--- src/rtl/block_store_pkg.sv ---
// Shared constants and state encoding for the 8x8 block store sequencer.
package block_store_pkg;

    localparam int unsigned BLOCK_WORDS = 64;
    localparam int unsigned MEM_WORDS   = 2048;
    localparam int unsigned MAX_BLOCKS  = MEM_WORDS / BLOCK_WORDS;

    typedef logic [1:0] state_t;

    localparam state_t ST_IDLE = 2'd0;
    localparam state_t ST_FILL = 2'd1;
    localparam state_t ST_DONE = 2'd2;

endpackage

--- src/rtl/block_store_sequencer_if.sv ---
// Handshake and status bundle between a block producer/consumer and the sequencer.
interface block_store_sequencer_if #(
    parameter int unsigned CNT_W = 32
);

    logic             start;
    logic [5:0]       cfg_blocks;
    logic             in_valid;
    logic             in_ready;
    logic             flush;
    logic             store_we;
    logic [CNT_W-1:0] counter;
    logic             slice_valid;
    logic [5:0]       slice_len;
    logic             slice_ack;
    logic             busy;

    modport master (
        output start, cfg_blocks, in_valid, flush, slice_ack,
        input  in_ready, store_we, counter, slice_valid, slice_len, busy
    );

    modport slave (
        input  start, cfg_blocks, in_valid, flush, slice_ack,
        output in_ready, store_we, counter, slice_valid, slice_len, busy
    );

endinterface

--- src/rtl/block_store_sequencer.sv ---
// Sequences up to MAX_BLOCKS 8x8 blocks into a slice store and hands the slice
// to a consumer; the store addresses each block with the zero-latency counter.
module block_store_sequencer #(
    parameter int unsigned MAX_BLOCKS = block_store_pkg::MAX_BLOCKS,
    parameter int unsigned CNT_W      = 32
) (
    input logic                    clock,
    input logic                    reset,
    block_store_sequencer_if.slave bus
);

    import block_store_pkg::*;

    localparam logic [5:0] MaxLen = 6'(MAX_BLOCKS);

    state_t           state_q, state_d;
    logic [CNT_W-1:0] counter_q, counter_d;
    logic [5:0]       limit_q, limit_d;
    logic [5:0]       len_q, len_d;
    logic [5:0]       cfg_clamped;
    logic [5:0]       cnt_low;
    logic             in_ready;
    logic             accept;
    logic             last;

    assign cfg_clamped = ((bus.cfg_blocks == 6'd0) || (bus.cfg_blocks > MaxLen)) ?
                         MaxLen : bus.cfg_blocks;

    // Gating by reset keeps the store quiet during the reset cycle itself.
    assign in_ready = (state_q == ST_FILL) && !reset;
    assign accept   = bus.in_valid && in_ready;
    assign last     = (counter_q == CNT_W'(limit_q - 6'd1));
    assign cnt_low  = counter_q[5:0];

    assign bus.in_ready    = in_ready;
    assign bus.store_we    = accept;
    assign bus.counter     = counter_q;
    assign bus.slice_valid = (state_q == ST_DONE) && !reset;
    assign bus.slice_len   = len_q;
    assign bus.busy        = (state_q != ST_IDLE) && !reset;

    always_comb begin
        state_d   = state_q;
        counter_d = counter_q;
        limit_d   = limit_q;
        len_d     = len_q;
        case (state_q)
            ST_IDLE: begin
                if (bus.start) begin
                    state_d   = ST_FILL;
                    counter_d = '0;
                    limit_d   = cfg_clamped;
                end
            end
            ST_FILL: begin
                if (accept) begin
                    if (last) begin
                        state_d = ST_DONE;
                        len_d   = limit_q;
                    end else if (bus.flush) begin
                        state_d = ST_DONE;
                        len_d   = cnt_low + 6'd1;
                    end else begin
                        counter_d = counter_q + CNT_W'(1);
                    end
                end else if (bus.flush && (counter_q != '0)) begin
                    state_d = ST_DONE;
                    len_d   = cnt_low;
                end
            end
            ST_DONE: begin
                if (bus.slice_ack) begin
                    state_d   = ST_IDLE;
                    counter_d = '0;
                end
            end
            default: begin
                state_d   = ST_IDLE;
                counter_d = '0;
            end
        endcase
    end

    always_ff @(posedge clock) begin
        if (reset) begin
            state_q   <= ST_IDLE;
            counter_q <= '0;
            limit_q   <= MaxLen;
            len_q     <= '0;
        end else begin
            state_q   <= state_d;
            counter_q <= counter_d;
            limit_q   <= limit_d;
            len_q     <= len_d;
        end
    end

endmodule

--- src/flat_wrapper.sv ---
// flat-port wrapper written by rule: the top's interface ports become plain ports
module block_store_sequencer_flat import block_store_pkg::*;
#(
    parameter int unsigned MAX_BLOCKS = block_store_pkg::MAX_BLOCKS,
    parameter int unsigned CNT_W      = 32
)
  (clock, reset, bus_start, bus_cfg_blocks, bus_in_valid, bus_flush, bus_slice_ack, bus_in_ready, bus_store_we, bus_counter, bus_slice_valid, bus_slice_len, bus_busy);
  block_store_sequencer_if #(.CNT_W(CNT_W)) bus_i ();
  input logic clock;
  input logic reset;
  input wire logic [$bits(bus_i.start)-1:0] bus_start;
  input wire logic [$bits(bus_i.cfg_blocks)-1:0] bus_cfg_blocks;
  input wire logic [$bits(bus_i.in_valid)-1:0] bus_in_valid;
  input wire logic [$bits(bus_i.flush)-1:0] bus_flush;
  input wire logic [$bits(bus_i.slice_ack)-1:0] bus_slice_ack;
  output wire logic [$bits(bus_i.in_ready)-1:0] bus_in_ready;
  output wire logic [$bits(bus_i.store_we)-1:0] bus_store_we;
  output wire logic [$bits(bus_i.counter)-1:0] bus_counter;
  output wire logic [$bits(bus_i.slice_valid)-1:0] bus_slice_valid;
  output wire logic [$bits(bus_i.slice_len)-1:0] bus_slice_len;
  output wire logic [$bits(bus_i.busy)-1:0] bus_busy;
  assign bus_i.start = bus_start;
  assign bus_i.cfg_blocks = bus_cfg_blocks;
  assign bus_i.in_valid = bus_in_valid;
  assign bus_i.flush = bus_flush;
  assign bus_i.slice_ack = bus_slice_ack;
  assign bus_in_ready = bus_i.in_ready;
  assign bus_store_we = bus_i.store_we;
  assign bus_counter = bus_i.counter;
  assign bus_slice_valid = bus_i.slice_valid;
  assign bus_slice_len = bus_i.slice_len;
  assign bus_busy = bus_i.busy;
  block_store_sequencer #(.MAX_BLOCKS(MAX_BLOCKS), .CNT_W(CNT_W)) u_core (.clock(clock), .reset(reset), .bus(bus_i));
endmodule
--- config.mk ---
export PLATFORM = sky130hd
export DESIGN_NAME = block_store_sequencer_flat
export DESIGN_NICKNAME = d
export VERILOG_FILES = /design/src/rtl/block_store_pkg.sv /design/src/rtl/block_store_sequencer_if.sv /design/src/rtl/block_store_sequencer.sv /design/src/flat_wrapper.sv
export SDC_FILE = /design/constraint.sdc
export NUM_CORES = 1
export LEC_CHECK = 0
export BUFFER_PORTS_ARGS = -buffer_cell sky130_fd_sc_hd__buf_2
export CORE_MARGIN = 5
export CORE_UTILIZATION = 40
export CTS_CLUSTER_DIAMETER = 150
export DETAILED_ROUTE_END_ITERATION = 8
export GPL_ROUTABILITY_DRIVEN = 0
export PLACE_DENSITY_LB_ADDON = 0.08
export SLEW_MARGIN = 20
export SYNTH_ARGS = -nofsm -noshare
export SYNTH_HDL_FRONTEND = slang
export SYNTH_SLANG_ARGS = --single-unit
--- constraint.sdc ---
create_clock -name clock -period 7 [get_ports clock]
set_input_delay 0.7 -clock clock [delete_from_list [all_inputs] [get_ports clock]]
set_output_delay 0.7 -clock clock [all_outputs]
set_load 0.01 [all_outputs]
# Word level (Yosys, flattened, before mapping)
# Cells that the tools add are included.
# word_totals
ff_bits	46
output_inout_bits	42
wordCells	53
# classes
n_addsub	3
n_lt_le_gt_ge	1
eq_ne	11
n_mux	18
n_reduce_logical	16
# op_table
op	count
32-bit two-way mux	5
32-bit case mux with 3 select lines	1
32-bit by 1-bit adder with 32-bit output (second input constant)	1
32-bit equality test	1
32-bit nonzero test	1
6-bit two-way mux	5
2-bit two-way mux	6
2-bit != test (second input constant)	5
6-bit by 1-bit subtractor with 7-bit output (second input constant)	1
6-bit by 1-bit adder with 6-bit output (second input constant)	1
6-bit > comparator (second input constant)	1
6-bit zero test	1
2-bit case mux with 3 select lines	1
1-bit logical AND	5
5-bit AND reduction	1
4-bit by 3-bit != test with 1-bit output (second input constant)	1
4-bit AND reduction	1
2-bit nonzero test	2
3-bit by 2-bit != test with 1-bit output (second input constant)	1
3-bit != test (second input constant)	1
3-bit AND reduction	1
2-bit by 1-bit equality test with 1-bit output (second input constant)	1
2-bit equality test (second input constant)	1
2-bit zero test	1
3 further kinds	3

# Longest topological paths before layout
# depth
word_depth	5
ltp_mapped	11

# Worst setup path after synthesis
# Ideal clock, no wire load.
# synth_timing
kind	in2reg
from	input port reset
to	register u_core.counter_q[7], in the netlist u_core.bus.counter[7]
setup_time_ps	65
arrival_time_ps	2352
required_ps	6935
setup_slack_ps	4583
stages	9
path_buffers	1
cell_sequence	or2_1 > buf_2 > inv_2 > nand2_4 > clkinv_1 > nand2b_2 > or4b_1 > mux2_2 > nor2_1
# synth_via
elab_chain_len	5
# synth_lines
item	line	text
start, declared	flat_wrapper.sv:10	input logic reset;
1-bit zero test	block_store_sequencer.sv:30	assign in_ready = (state_q == ST_FILL) && !reset;
1-bit logical AND	block_store_sequencer.sv:30	
named net bus_in_ready	flat_wrapper.sv:16	output wire logic [$bits(bus_i.in_ready)-1:0] bus_in_ready;
1-bit logical AND	block_store_sequencer.sv:31	assign accept = bus.in_valid && in_ready;
named net bus_store_we	flat_wrapper.sv:17	output wire logic [$bits(bus_i.store_we)-1:0] bus_store_we;
2-bit != test (no line)	-	
5-bit AND reduction (no line)	-	
end signal, assigned	block_store_sequencer.sv:92	counter_q <= counter_d;
end, declared	block_store_sequencer.sv:17	logic [CNT_W-1:0] counter_q, counter_d;
# The timed path passes the listed nets, and every way through them passes these cells.
# A chain may end at the register's enable or synchronous reset.

# Worst setup path in the final report
# layout_timing
from	input port reset
to	output port bus_store_we
# layout_via
elab_chain_len	3
# layout_lines
item	line
1-bit zero test	block_store_sequencer.sv:30
1-bit logical AND	block_store_sequencer.sv:30
1-bit logical AND	block_store_sequencer.sv:31
end, declared	flat_wrapper.sv:17
# No other way between the ends.

==> metrics.md <==
| Metric | Value |
|---|---|
| First-pass GRT wire length | 13,300 µm |
| Met2 Routed Length | between 3000 and 4000 µm |
| DRT antenna net count | 0 |
| Max-cap violations | 0 |
| Via density | 5.73 |
| Die W | roughly 94 µm |
| H-Tree Depth | 2 |
| Status | completed |
| Comb power frac | 0.170 |
| Critical Path End Type | output port |
| Die ar. | 8820 µm² |
| DR vias | 2,829 |
| Syn Inst Count | 355 |
| Setup tns final | 0 ps |
| # rows | 30 |
| Largest delay share family, worst path | buffers and inverters |
| PD cells | 172 nW/µm² |
| Post-DP HPWL | 6060 µm |
| Worst Path Buf+Inv | 4 |
| Initial core utilization | 0.412 |
| Clock slew seen by the registers of the worst setup and hold paths | approximately 80 ps |
| Gr ovfl total | 0 |
| Clock latency at the later pin of the worst-skew pair | 300 ps |
| Clock root cell | clkbuf_8 |
| DP Area | 3080 µm² |
| Hold Fails Final Rpt | 0 |
| Deepest clock path buffer count | 2 |
| CTS buffer count | 5 |
| Final nets | 412 |
| Hold_buf cts | 0 |
| Total GRT Usage | 0.188 |
| Avg Cell Area, Syn | 7.93 µm² |
| Register-to-register setup slack | 4040 ps |
| Slew Limit Fails | 0 |
| Crit-path cells | buf_2, or2_1, inv_2, nand2_4, clkinv_1, buf_2 |
| Post-CTS Resized | 0 |
| Max Clock Freq | 317 MHz |
| Mapped Area | roughly 2800 µm² |
| WS Path Type | input pin to output port |
| Drt drc | 0 |
| Port Buffers | 53 |
| Pre-CTS setup slack | 3620 ps |
| Main synth FF type | dfxtp_1 |
| Worst path most repeated cell | buf_2 |
| WP data required | about 6300 ps |
| Crit path max-delay cell type | or2_1 |
| RSZ-0062 raised after global routing | no |
| Post-CTS setup buffers | 0 |
| Post-synth ARST share | 0 |
| Cell variety after synth | 64 |
| DRT iter0 DRCs | 187 |
| M1 wire length | 3770 µm |
| NetSw | 162 µW |
| Diode count | 0 |
| Max rail drop VDD | between 0.09 and 0.1 mV |
| Number of global-route vias before repair | 2,570 |
| EDFF count, synth | 0 |
| Routed WL per cell | about 16 µm |
| Largest net degree at the start of global routing | 30 |
| Net Count, Synth | 370 |
| Critical Path Start Type | input pin |
| Slowest stage delay, CP | 610 ps |
| TritonCTS clock tree | yes |
| Worst hold path class | flip-flop to flip-flop |
| Final period util | 0.450 |
| Layout cells sized above 1 | 0.214 |
| Slew headroom | 0.395 |
| Layout fillers | 733 |
| Data arrival time of the worst path | roughly 2500 ps |
| Crit path time final | roughly 3200 ps |
| Initial antenna violation count | 0 |
| P&R area growth vs syn | 12.6% |
| Final WS setup | approximately 3800 ps |
| Yosys reg bits | 46 |
| P_leak | 0.00125 µW |
| Sequential share of the synthesized area | 0.327 |
| Drt pass-1 iters | 5 |
| Final setup violation count | 0 |
| Clock power frac | 0.312 |
| DR top layer | met4 |
| Die Y | ~94 µm |
| Top-level port count | 54 |
| Drt total wl | 8120 µm |
| Finished Cell Area | 3170 µm² |
| Core ar. | 6830 µm² |
| Worst Skew | slightly above 8 ps |
| Met3 wire length | 509 µm |
| Flop pwr share | 0.517 |
| Pin slew with the least headroom to its limit | 904 ps |
| Yosys warns | 0 |
| Switching Share | 0.296 |
| Clock sink total | 46 |
| Largest fanout on the critical path | 29 |
| Pint | 384 µW |
registers in the layout, indices dropped and copies added, names as in the netlist:
register,count
u_core.bus.slice_len,6
u_core.limit_q,6
u_core.bus.counter,32
u_core.state_q,2
cell type report:
class / instances / area [µm²] / share of cell area
sequential: 46 / 921 / 0.290
tap: 96 / 120 / 0.0379
inverter: 9 / 33.8 / 0.0107
timing repair buffer: 54 / 273 / 0.0860
clock buffer: 7 / 86.3 / 0.0272
clock inverter: 1 / 5.00 / 0.00158
multi-input combinational: 281 / 1730 / 0.546
power by group through the flow:
stage	logic [µW]	clock network, µW	registers [µW]
2_1_floorplan	64.7	0	287
3_3_place_gp	92.8	0	289
3_5_place_dp	93.3	0	289
4_1_cts	93.8	177	283
5_1_grt	105	187	284
6_report	93.0	171	282
through the flow:
step                std cells  hold slack (ps)  utilization  power, µW
global placement          486              465        0.451        382
CTS                       494              488        0.464        554
global route              494              514        0.464        576
detailed placement        486              468        0.451        382
floorplan                 355              492            -        352
finish                    494              480        0.464        546
cell usage after synthesis (all sizes together) (2+ instances only):
| library cell | count | area share |
|---|---|---|
| and3 | 5 | 0.011 |
| nand4 | 8 | 0.020 |
| nand3 | 23 | 0.041 |
| o22ai | 3 | 0.0067 |
| nand2b | 4 | 0.0098 |
| nor3b | 7 | 0.019 |
| clkbuf | 8 | 0.021 |
| xor2 | 2 | 0.0062 |
| o21a | 5 | 0.013 |
| buf | 11 | 0.025 |
| a21o | 2 | 0.0053 |
| or2 | 3 | 0.0076 |
| o41ai | 3 | 0.0093 |
| dfxtp | 46 | 0.33 |
| nor4 | 11 | 0.032 |
| and2 | 4 | 0.0089 |
| a21boi | 2 | 0.0053 |
| ha | 3 | 0.013 |
| o21ai | 27 | 0.049 |
| a21oi | 27 | 0.048 |
| o22a | 3 | 0.0093 |
| nor3 | 10 | 0.020 |
| inv | 8 | 0.011 |
| nand2 | 30 | 0.044 |
| xnor2 | 6 | 0.019 |
| o31ai | 10 | 0.027 |
| nor2 | 41 | 0.055 |
| a31oi | 10 | 0.022 |
| nand3b | 7 | 0.019 |
| mux2 | 8 | 0.033 |
worst register-to-register path: stages (launching register included):
cell and delay (ps):
dfxtp_1 440, inv_1 70, ha_1 210, and2_1 190, o21a_1 190, o31ai_1 510, o211ai_4 320, a21oi_1 630
o21bai_1 210, a21boi_0 100
metal layers:
metal | vias to the layer above | track usage
met5 | - | 0
met1 | 1332 | 0.266
met3 | 13 | 0.0409
met2 | 85 | 0.286
met4 | 0 | 0.0529
li1 | 1399 | -
cell families after synthesis:
logic type | after synthesis | synth area share
AO/OA/AOI/OAI | 103 | 0.239
flip-flops | 46 | 0.327
adder cells (fa/ha/maj) | 3 | 0.0133
buffers and inverters | 28 | 0.0582
AND/OR/NAND/NOR | 158 | 0.301
multiplexers | 9 | 0.0369
XOR/XNOR | 8 | 0.0249
placed cells by master, fill, tap and decap left out, types with 3 or more instances in the layout:
cell type  count
inv_1          7
nor3b_1        7
o22a_1         3
o21a_1         5
ha_1           3
a31oi_1       10
and2_1         4
nand2_1       28
nand4_1        7
mux2_2         7
nor3_1         9
nand3b_1       7
xnor2_1        6
nand3_1       23
nor2_1        41
nand2b_1       3
and3_1         5
a21oi_1       27
o21ai_0       22
clkbuf_8       6
o31ai_1       10
nor4_1         9
buf_2         53
o22ai_1        3
o21ai_1        4
dfxtp_1       46
o41ai_1        3
worst paths after layout:
path                                start                 endpoint  cells past startpoint
hold / removal    u_core.bus.slice_len[4]  u_core.bus.slice_len[4]                      2
hold reg to reg   u_core.bus.slice_len[4]  u_core.bus.slice_len[4]                      2
setup / recovery                    reset             bus_store_we                      6
setup reg to reg        u_core.limit_q[1]   u_core.bus.counter[20]                      9
No activity file was read; power rests on OpenSTA's default activity.
